`config.mk`:
```
export PLATFORM = sky130hd
export DESIGN_NAME = dmmu
export DESIGN_NICKNAME = d
export VERILOG_FILES = /design/src/rtl/dmmu_pkg.sv /design/src/rtl/dmmu_tlb.sv /design/src/rtl/dmmu.sv
export SDC_FILE = /design/constraint.sdc
export NUM_CORES = 1
export LEC_CHECK = 0
export ABC_AREA = 0
export CAP_MARGIN = 10
export CORE_ASPECT_RATIO = 2
export CORE_MARGIN = 4
export CORE_UTILIZATION = 57
export DETAILED_ROUTE_END_ITERATION = 10
export PLACE_DENSITY_LB_ADDON = 0.15
export RECOVER_POWER = 100
export SLEW_MARGIN = 20
export SYNTH_ARGS = -nofsm -noshare
export SYNTH_HDL_FRONTEND = slang
export SYNTH_SLANG_ARGS = --single-unit
```
`constraint.sdc`:
```
create_clock -name clk -period 9.3 [get_ports clk]
set_input_delay 2.79 -clock clk [delete_from_list [all_inputs] [get_ports clk]]
set_output_delay 2.79 -clock clk [all_outputs]
set_load 0.01 [all_outputs]
```
`src/rtl/dmmu_pkg.sv`:
```
// dmmu_pkg: shared request encodings, Sv32 PTE bit indices, fault causes and helpers for the DMMU.
package dmmu_pkg;
  localparam logic MEMREQ_READ = 1'b0;
  localparam logic MEMREQ_WRITE = 1'b1;
  localparam int PTE_V = 0;
  localparam int PTE_R = 1;
  localparam int PTE_W = 2;
  localparam int PTE_X = 3;
  localparam int PTE_U = 4;
  localparam int PTE_A = 6;
  localparam int PTE_D = 7;
  localparam logic [3:0] CAUSE_LOAD_PF = 4'd13;
  localparam logic [3:0] CAUSE_STORE_PF = 4'd15;
  localparam logic [1:0] PRIV_U = 2'd0;
  localparam logic [1:0] PRIV_M = 2'd3;
  typedef enum logic [2:0] {IDLE, WALK1, WALK2, ACCESS, FLUSH_DONE} state_t;
  function automatic logic [31:0] to_le32(input logic [31:0] d);
    return {d[7:0], d[15:8], d[23:16], d[31:24]};
  endfunction
  // Leaf permission check; the A/D bits are folded in because this block never updates PTEs.
  function automatic logic pte_ok(input logic [7:0] f, input logic mode, input logic [1:0] priv,
                                  input logic sum, input logic mxr);
    return (mode == MEMREQ_WRITE ? f[PTE_W] & f[PTE_D] : f[PTE_R] | (f[PTE_X] & mxr)) & f[PTE_A] &
           (priv == PRIV_U ? f[PTE_U] : !f[PTE_U] | sum);
  endfunction
endpackage

```
`src/rtl/dmmu_tlb.sv`:
```
// dmmu_tlb: fully-associative TLB with round-robin replacement, megapage support and bulk flush.
module dmmu_tlb
  import dmmu_pkg::*;
#(
  parameter int TLB_ENTRIES = 4
) (
  input  logic        clk,
  input  logic        rstn,
  input  logic        i_flush,
  input  logic [31:0] i_va,
  input  logic        i_mode,
  input  logic [1:0]  i_priv,
  input  logic        i_sum,
  input  logic        i_mxr,
  output logic        o_hit,
  output logic [31:0] o_pa,
  input  logic        i_fill,
  input  logic [19:0] i_fill_tag,
  input  logic        i_fill_mega,
  input  logic [19:0] i_fill_ppn,
  input  logic [7:0]  i_fill_flags
);
  localparam int PW = $clog2(TLB_ENTRIES);
  logic [TLB_ENTRIES-1:0] r_valid, r_mega;
  logic [19:0] r_tag [TLB_ENTRIES];
  logic [19:0] r_ppn [TLB_ENTRIES];
  logic [7:0] r_flags [TLB_ENTRIES];
  logic [PW-1:0] r_ptr;
  // Entries failing the permission check count as misses so the walker reports the fault.
  always_comb begin
    o_hit = 1'b0;
    o_pa = 32'd0;
    for (int i = TLB_ENTRIES - 1; i >= 0; i--)
      if (r_valid[i] && (r_mega[i] ? r_tag[i][19:10] == i_va[31:22] : r_tag[i] == i_va[31:12]) &&
          pte_ok(r_flags[i], i_mode, i_priv, i_sum, i_mxr)) begin
        o_hit = 1'b1;
        o_pa = r_mega[i] ? {r_ppn[i][19:10], i_va[21:0]} : {r_ppn[i], i_va[11:0]};
      end
  end
  always_ff @(posedge clk) begin
    if (!rstn) begin
      r_valid <= '0;
      r_ptr <= '0;
    end else if (i_flush) begin
      r_valid <= '0;
    end else if (i_fill) begin
      r_valid[r_ptr] <= 1'b1;
      r_mega[r_ptr] <= i_fill_mega;
      r_tag[r_ptr] <= i_fill_tag;
      r_ppn[r_ptr] <= i_fill_ppn;
      r_flags[r_ptr] <= i_fill_flags;
      r_ptr <= r_ptr + 1'b1;
    end
  end
endmodule

```
`src/rtl/dmmu.sv`:
```
// dmmu: Sv32 data MMU with a two-level page walker in front of a single-outstanding memory bus.
module dmmu
  import dmmu_pkg::*;
#(
  parameter int TLB_ENTRIES = 4
) (
  input  logic        clk,
  input  logic        rstn,
  input  logic        i_req_enable,
  input  logic        i_req_mode,
  input  logic [31:0] i_req_addr,
  input  logic [31:0] i_req_wdata,
  input  logic [3:0]  i_req_wstrb,
  input  logic        i_flush_tlb,
  output logic        o_resp_enable,
  output logic [31:0] o_resp_data,
  output logic        o_page_fault,
  output logic [3:0]  o_fault_cause,
  output logic [31:0] o_fault_tval,
  input  logic [31:0] i_satp,
  input  logic [1:0]  i_priv,
  input  logic        i_sum,
  input  logic        i_mxr,
  output logic        o_bus_req_enable,
  output logic        o_bus_mode,
  output logic [31:0] o_bus_addr,
  output logic [31:0] o_bus_wdata,
  output logic [3:0]  o_bus_wstrb,
  input  logic        i_bus_resp_enable,
  input  logic [31:0] i_bus_data
);
  state_t r_state;
  logic [31:0] r_va, r_wdata, r_resp_data, r_tval, r_bus_addr, r_bus_wdata;
  logic [3:0] r_wstrb, r_cause, r_bus_wstrb;
  logic [1:0] r_priv;
  logic r_mode, r_sum, r_mxr, r_resp, r_pf, r_bus_req, r_bus_mode;
  logic w_xlate, w_accept, w_walk, w_lvl1, w_leaf, w_bad, w_fill, w_hit, w_unused;
  logic [31:0] w_pte, w_pa, w_hit_pa;
  assign w_xlate = i_satp[31] && i_priv != PRIV_M;
  assign w_accept = r_state == IDLE && i_req_enable;
  assign w_walk = r_state == WALK1 || r_state == WALK2;
  assign w_lvl1 = r_state == WALK1;
  assign w_pte = to_le32(i_bus_data);
  assign w_leaf = w_pte[PTE_R] | w_pte[PTE_X];
  // Level-1 leaves must be 4 MiB aligned; a pointer at level 2 is malformed.
  assign w_bad = !w_pte[PTE_V] || (!w_pte[PTE_R] && w_pte[PTE_W]) ||
                 (w_leaf ? (w_lvl1 && w_pte[19:10] != 10'd0) ||
                           !pte_ok(w_pte[7:0], r_mode, r_priv, r_sum, r_mxr) : !w_lvl1);
  assign w_fill = w_walk && i_bus_resp_enable && w_leaf && !w_bad;
  assign w_pa = w_lvl1 ? {w_pte[29:20], r_va[21:0]} : {w_pte[29:10], r_va[11:0]};
  assign w_unused = ^{i_satp[30:20], w_pte[31:30], w_pte[9:8]};
  dmmu_tlb #(.TLB_ENTRIES(TLB_ENTRIES)) u_tlb (
    .clk(clk), .rstn(rstn), .i_flush(w_accept && i_flush_tlb),
    .i_va(i_req_addr), .i_mode(i_req_mode), .i_priv(i_priv), .i_sum(i_sum), .i_mxr(i_mxr),
    .o_hit(w_hit), .o_pa(w_hit_pa),
    .i_fill(w_fill), .i_fill_tag(r_va[31:12]), .i_fill_mega(w_lvl1),
    .i_fill_ppn(w_pte[29:10]), .i_fill_flags(w_pte[7:0])
  );
  always_ff @(posedge clk) begin
    if (!rstn) begin
      r_state <= IDLE;
      {r_va, r_wdata, r_wstrb, r_priv, r_mode, r_sum, r_mxr} <= '0;
      {r_resp, r_resp_data, r_pf, r_cause, r_tval} <= '0;
      {r_bus_req, r_bus_mode, r_bus_addr, r_bus_wdata, r_bus_wstrb} <= '0;
    end else begin
      r_bus_req <= 1'b0;
      {r_resp, r_resp_data, r_pf, r_cause, r_tval} <= '0;
      case (r_state)
        IDLE: if (i_req_enable) begin
          {r_va, r_wdata, r_wstrb, r_mode} <= {i_req_addr, i_req_wdata, i_req_wstrb, i_req_mode};
          {r_priv, r_sum, r_mxr} <= {i_priv, i_sum, i_mxr};
          if (i_flush_tlb) begin
            r_resp <= 1'b1;
            r_state <= FLUSH_DONE;
          end else if (!w_xlate || w_hit) begin
            r_bus_req <= 1'b1;
            r_bus_mode <= i_req_mode;
            r_bus_addr <= w_xlate ? w_hit_pa : i_req_addr;
            r_bus_wdata <= i_req_wdata;
            r_bus_wstrb <= i_req_wstrb;
            r_state <= ACCESS;
          end else begin
            r_bus_req <= 1'b1;
            r_bus_mode <= MEMREQ_READ;
            r_bus_addr <= {i_satp[19:0], i_req_addr[31:22], 2'b00};
            r_bus_wdata <= 32'd0;
            r_bus_wstrb <= 4'd0;
            r_state <= WALK1;
          end
        end
        WALK1, WALK2: if (i_bus_resp_enable) begin
          if (w_bad) begin
            r_resp <= 1'b1;
            r_pf <= 1'b1;
            r_cause <= r_mode == MEMREQ_WRITE ? CAUSE_STORE_PF : CAUSE_LOAD_PF;
            r_tval <= r_va;
            r_state <= IDLE;
          end else if (w_leaf) begin
            r_bus_req <= 1'b1;
            r_bus_mode <= r_mode;
            r_bus_addr <= w_pa;
            r_bus_wdata <= r_wdata;
            r_bus_wstrb <= r_wstrb;
            r_state <= ACCESS;
          end else begin
            r_bus_req <= 1'b1;
            r_bus_addr <= {w_pte[29:10], r_va[21:12], 2'b00};
            r_state <= WALK2;
          end
        end
        ACCESS: if (i_bus_resp_enable) begin
          r_resp <= 1'b1;
          r_resp_data <= i_bus_data;
          r_state <= IDLE;
        end
        FLUSH_DONE: r_state <= IDLE;
        default: r_state <= IDLE;
      endcase
    end
  end
  assign o_resp_enable = r_resp;
  assign o_resp_data = r_resp_data;
  assign o_page_fault = r_pf;
  assign o_fault_cause = r_cause;
  assign o_fault_tval = r_tval;
  assign o_bus_req_enable = r_bus_req;
  assign o_bus_mode = r_bus_mode;
  assign o_bus_addr = r_bus_addr;
  assign o_bus_wdata = r_bus_wdata;
  assign o_bus_wstrb = r_bus_wstrb;
endmodule
```
==> results.ini, run 1 <==
[die]
die_area_mm2=0.0322
die_h_um=250
initial_core_util_pct=57.7
fp.coreArea_mm2=0.0288
io_pins=282
floorplan.rows=88
fp.dieW_um=129

[worst_hold_path]
hold_class=register to register

[timing]
fmax_ghz=0.127
finClkSkew_ns=0.0126
finalSetupTns_ns=0
slew_headroom_pct=-133
rsz0062_at_grt=false
layout_min_cycle_time_ns=7.87
worst_pin_slew_ns=3.50
setup_violations=0
finalMaxSlewViolations=220
min_period_over_period_pct=84.7
timing.hold.ws_ns=0.450
finalHoldViolations=0

[synth]
synth_cell_types=64
synthesis.area_mm2=0.0167
synth_area_per_cell_um2=10.8
synth_ff_type=dfxtp_1
synth_edf_count=188
ys_seq_elements=408
yosysWarnings=0
syn_nets=1689
syn_inst=1543
synth_async_sr_flop_share_pct=0
seq_area_frac_synth_pct=60.3

[critical_path]
worstPathRequired_ns=9.74
critPathCaptureType=register
worstPathArrival_ns=8.32
path_max_fanout=14
path_cells=dlygate4sd3_1 -> o21ba_1 -> a211oi_1 -> nand3_1 -> o32ai_1 -> o311ai_2 -> or3_1 -> o31ai_1
cpMaxStageDelayCell=o32ai_1
crit_type=input pin to register
cp-start-kind=input pin
slowest_delay_ns=1.91

[grt]
grt_pass1_wl_um=76800
grt_util_all_layers_pct=30.7
first_global_vias=13600
gr-total-overflow=0
grt_start_max_net_pins=89
grt_antenna_before_repair=2

[drt]
wl_um=49900
postRouteAntennaNets=0
dr.first_iter.drc_count=1150
vias=13200
drc=0
wl_per_cell_um=23.4
dr.pass1.iters=6
viasPerCell=6.20

[cts]
h-tree-depth=2
cts_resized=0
ctsHoldBuffers=0
cts.sinks=408
clock_latency_ns=0.53
cts_buffers=35
root_buffer=clkbuf_16
clockBufferDepth=3
cts_tree=yes
path_clk_slew_ns=0.07
post_cts_buffers=0

[finish]
multi_input_area_mm2=0.00610
register_area_mm2=0.0100
syn2layout_area_growth_pct=24.6
final_common_cell=nand2_1
n_fill_cell=2117
nNetsFinal=1894
utilization_pct=71.9
finalNonFillerCells=2134
drive_above_1_share_pct=6.72
layout_common_cells=289 x nand2_1, 220 x dfxtp_1, 188 x edfxtp_1

[power_and_ir_drop]
p_total_mw=4.02
power_per_cell_area_mw_per_mm2=194
vdd_drop_max_v=0.000146
leakage_nw=7.58

[placed_design]
placedCellCount=2071
dp_hpwl_um=32600
io_buffers=270
place_congestion=0.847

[run_status]
violations=capacitance limit, slew limit
status=complete, but fails checks

[run]
max-cap-violations=5

per-layer routing:
metal  part of all wire, %  routed length (µm)  global-route usage (%)  vias up
li1                      -                   -                       -     5976
met1                    35               17500                    34.1     6493
met2                    53               26200                    54.0      627
met3                   7.2                3570                    6.51      141
met4                   5.2                2600                    16.1        0
met5                     0                   0                       0        -
final cells by class:
class,count,area share (%)
inverter,7,0.127
multi-input combinational,1001,29.4
clock inverter,15,1.12
timing repair buffer,295,13.9
clock buffer,46,4.83
tap,360,2.17
antenna,2,0.0241
sequential,408,48.4
state kept, by name (all words and copies together), names as in the netlist, 2 cells and up:
name / flops
o_bus_addr: 32
o_bus_wdata: 32
o_bus_wstrb: 4
o_fault_cause: 2
o_fault_tval: 32
o_resp_data: 32
r_priv: 2
r_state: 3
r_va: 32
r_wdata: 32
r_wstrb: 4
u_tlb.r_flags: 24
u_tlb.r_mega: 4
u_tlb.r_ppn: 80
u_tlb.r_ptr: 2
u_tlb.r_tag: 80
u_tlb.r_valid: 4
cell families after synthesis:
kind of cell	count (synthesis)	share of synthesized area, %
AO/OA/AOI/OAI	312	13.1
XOR/XNOR	82	4.31
adder cells (fa/ha/maj)	4	0.301
buffers and inverters	134	3.32
flip-flops	408	60.3
multiplexers	39	2.42
AND/OR/NAND/NOR	564	16.2
final timing paths:
check | startpoint | end | slack, ns | depth (start not counted)
worst max-delay path | i_priv[1] | o_bus_addr[20]$_SDFFE_PN0P_ | 1.43 | 8
worst min-delay path | o_bus_wstrb[2]$_SDFFE_PN0P_ | o_bus_wstrb[2]$_SDFFE_PN0P_ | 0.45 | 2
worst max register to register | u_tlb.r_tag[2][11]$_DFFE_PP_ | o_bus_addr[20]$_SDFFE_PN0P_ | 4.14 | 7
worst min register to register | o_bus_wstrb[2]$_SDFFE_PN0P_ | o_bus_wstrb[2]$_SDFFE_PN0P_ | 0.45 | 2
worst max-delay path: cells and delay by family:
| kind | cells | cell delay [ns] |
|---|---|---|
| buffers and inverters | 1 | 0.70 |
| AO/OA/AOI/OAI | 5 | 3.53 |
| AND/OR/NAND/NOR | 2 | 1.28 |
power by group:
group,leakage (nW),switching (mW),total [mW],internal [mW]
clock network,0.589,0.656,1.59,0.930
registers,3.51,0.0465,1.98,1.94
logic,3.48,0.264,0.447,0.183
cell usage after synthesis (3+ instances only):
cell type / count / area [µm²]
edfxtp_1: 188 / 5650
a211oi_1: 10 / 75.1
a221oi_1: 10 / 87.6
nor4_1: 13 / 81.3
and4_1: 13 / 114
buf_1: 7 / 26.3
nand4_1: 7 / 43.8
a21oi_1: 93 / 465
o21ai_0: 33 / 165
nand2b_1: 5 / 31.3
clkbuf_1: 94 / 353
or2_2: 5 / 31.3
inv_1: 6 / 22.5
or3_1: 4 / 25.0
a41oi_1: 6 / 52.6
ha_1: 4 / 50.1
xnor2_1: 20 / 175
o211ai_1: 10 / 75.1
o21bai_1: 11 / 82.6
o31a_1: 11 / 96.3
a311oi_1: 18 / 158
o221ai_1: 11 / 96.3
o32a_1: 8 / 80.1
and3_1: 19 / 119
a2111oi_0: 3 / 26.3
mux2_2: 10 / 113
dfxtp_1: 220 / 4400
nand3_1: 72 / 360
a31oi_1: 23 / 144
o31ai_1: 4 / 30.0
mux2i_1: 29 / 290
nor3_1: 27 / 135
nand2_1: 289 / 1080
buf_2: 22 / 110
and2_1: 66 / 413
nor2_1: 28 / 105
xor2_1: 62 / 543
nor2b_1: 3 / 18.8
a31o_2: 10 / 87.6
a32oi_1: 39 / 342
per-stage QoR:
stage,setup slack [ns],instance area [µm²]
2_1_floorplan,3.05,16700
3_3_place_gp,1.86,19500
3_5_place_dp,1.88,19500
4_1_cts,2.41,20800
5_1_grt,1.13,20700
6_report,1.43,20700
No activity file was read; power rests on OpenSTA's default activity.
==> run 2: changes to the inputs <==
--- a/config.mk
+++ b/config.mk
@@ -9,7 +9,7 @@
 export CAP_MARGIN = 10
 export CORE_ASPECT_RATIO = 2
 export CORE_MARGIN = 4
-export CORE_UTILIZATION = 57
+export CORE_UTILIZATION = 48
 export DETAILED_ROUTE_END_ITERATION = 10
 export PLACE_DENSITY_LB_ADDON = 0.15
 export RECOVER_POWER = 100
==> constraint.sdc (replaced) <==
create_clock -name clk -period 7.2 [get_ports clk]
set_input_delay 2.16 -clock clk [delete_from_list [all_inputs] [get_ports clk]]
set_output_delay 2.16 -clock clk [all_outputs]
set_load 0.01 [all_outputs]
==> run 2 against run 1 <==
- routed wire length is 3.8% higher
- the flow still finishes with violations (capacitance limit, slew limit)
- highest routed layer unchanged
- final area is 1.6% higher
- clock skew is 0.0031 ns higher
- cell count is 4.6% higher
- worst hold slack worse by 0.0047 ns
- sequential power is 29% higher
==> results.ini, run 2 (same netlist as run 1, synthesis figures left out) <==
[run_status]
status=complete, but fails checks
violations=capacitance limit, slew limit

[timing]
finalHoldViolations=0  ; unchanged
worst_pin_slew_ns=3.54  ; +0.0442 ns
min_period_over_period_pct=88.6
setup_violations=0  ; unchanged
slew_headroom_pct=-136  ; -2.9 points
layout_min_cycle_time_ns=6.38
finClkSkew_ns=0.0157  ; +0.00313 ns
finalSetupTns_ns=0  ; unchanged
fmax_ghz=0.157
rsz0062_at_grt=false
finalMaxSlewViolations=65  ; -70%

[critical_path]
worstPathRequired_ns=7.57  ; -2.17 ns
worstPathArrival_ns=6.75  ; -1.57 ns
critPathCaptureType=register
crit_type=input pin to register
path_max_fanout=50  ; +36
cp-start-kind=input pin

[power_and_ir_drop]
leakage_nw=7.74  ; +2.1%
power_per_cell_area_mw_per_mm2=253  ; +31%
p_total_mw=5.33  ; +33%
vdd_drop_max_v=0.000212  ; +45%

[finish]
final_common_cell=nand2_1
n_fill_cell=2884  ; +36%
reg_top3=u_tlb.r_ppn (80), u_tlb.r_tag (80)
drive_above_1_share_pct=7.61  ; +0.89 points
register_area_mm2=0.0100  ; unchanged
nNetsFinal=1905  ; +0.58%
syn2layout_area_growth_pct=26.5
layout_common_cells=289 x nand2_1, 220 x dfxtp_1, 188 x edfxtp_1
utilization_pct=61.3  ; -11 points
multi_input_area_mm2=0.00607  ; -0.57%

[cts]
cts_tree=yes
path_clk_slew_ns=0.06  ; about the same
root_buffer=clkbuf_16
clockBufferDepth=3  ; unchanged
cts_buffers=37  ; +5.7%
cts.sinks=408  ; unchanged
clock_latency_ns=0.54  ; about the same
post_cts_buffers=0  ; unchanged
h-tree-depth=2  ; unchanged
ctsHoldBuffers=0  ; unchanged
cts_resized=0  ; unchanged

[die]
io_pins=282  ; unchanged
fp.coreArea_mm2=0.0344  ; +19%
floorplan.rows=96  ; +9.1%
die_h_um=271  ; +8.7%
die_area_mm2=0.0379  ; +18%
fp.dieW_um=140  ; +8.4%
initial_core_util_pct=48.5  ; -9.3 points

[grt]
grt_util_all_layers_pct=26.4  ; -4.2 points
grt_start_max_net_pins=89  ; unchanged
gr-total-overflow=0  ; unchanged
first_global_vias=13400  ; -1.9%
grt_pass1_wl_um=78600  ; +2.3%
grt_antenna_before_repair=4  ; +2

[drt]
viasPerCell=5.92  ; -4.6%
vias=13200  ; -0.19%
wl_um=51800  ; +3.8%
dr.first_iter.drc_count=956  ; -17%
dr.pass1.iters=5  ; -1
postRouteAntennaNets=0  ; unchanged
wl_per_cell_um=23.2  ; -0.77%
drc=0  ; unchanged

[worst_hold_path]
hold_class=register to register

[placed_design]
place_congestion=0.873  ; +3.1%
dp_hpwl_um=34600  ; +6.2%
io_buffers=270  ; unchanged

[run]
max-cap-violations=1  ; -4

-- run 2: per-layer routing --
| metal | global-route usage [%] | wire (µm) | vias to the layer above |
|---|---|---|---|
| met5 | 0 | 0 | - |
| met4 | 14.3 | 2930 | 0 |
| met3 | 5.15 | 3670 | 141 |
| met2 | 47.4 | 26800 | 606 |
| met1 | 29.1 | 18400 | 6457 |
| li1 | - | - | 6008 |
-- run 2: power breakdown --
| group | switching, mW | internal [mW] | total [mW] |
|---|---|---|---|
| logic | 0.347 | 0.240 | 0.586 |
| registers | 0.0611 | 2.50 | 2.56 |
| clock network | 0.877 | 1.30 | 2.18 |
-- run 2: path summary, 6_finish.rpt --
check                                    start                            to  slack [ns]  depth (start not counted)
setup reg to reg  u_tlb.r_tag[2][14]$_DFFE_PP_    o_bus_addr[4]$_SDFFE_PN0P_        3.11                          9
setup / recovery                i_req_addr[28]    o_bus_addr[4]$_SDFFE_PN0P_        0.82                         10
hold / removal    o_bus_wdata[29]$_SDFFE_PN0P_  o_bus_wdata[29]$_SDFFE_PN0P_        0.45                          2
hold reg to reg   o_bus_wdata[29]$_SDFFE_PN0P_  o_bus_wdata[29]$_SDFFE_PN0P_        0.45                          2
-- run 2: worst max-delay path: stages --
cell	delay, ns
dlygate4sd3_1	1.04
xor2_1	0.15
nor4_1	0.60
nand4_1	0.52
o32ai_1	0.62
clkbuf_1	0.68
or2_2	0.27
buf_12	0.27
mux2i_1	0.25
a311oi_1	0.12
-- run 2: layout make-up --
| class | count | share of cell area, % |
|---|---|---|
| Clock buffer | 50 | 5.07 |
| Timing Repair Buffer | 304 | 14.3 |
| Multi-Input combinational cell | 1001 | 28.8 |
| Clock inverter | 18 | 1.31 |
| Sequential cell | 408 | 47.7 |
| Inverter | 7 | 0.125 |
| Tap cell | 441 | 2.62 |
| Antenna cell | 3 | 0.0356 |
-- run 2: metrics by stage --
step | instance area, µm² | std cells | hold WS (ns) | setup WS (ns)
after global placement | 19700 | 2160 | 0.435 | 1.05
after detailed placement | 19800 | 2161 | 0.441 | 0.962
after floorplan | 16700 | 1543 | 0.431 | 1.58
after CTS | 21100 | 2229 | 0.453 | 1.52
after global routing | 21100 | 2231 | 0.472 | 0.704
final | 21100 | 2232 | 0.445 | 0.819
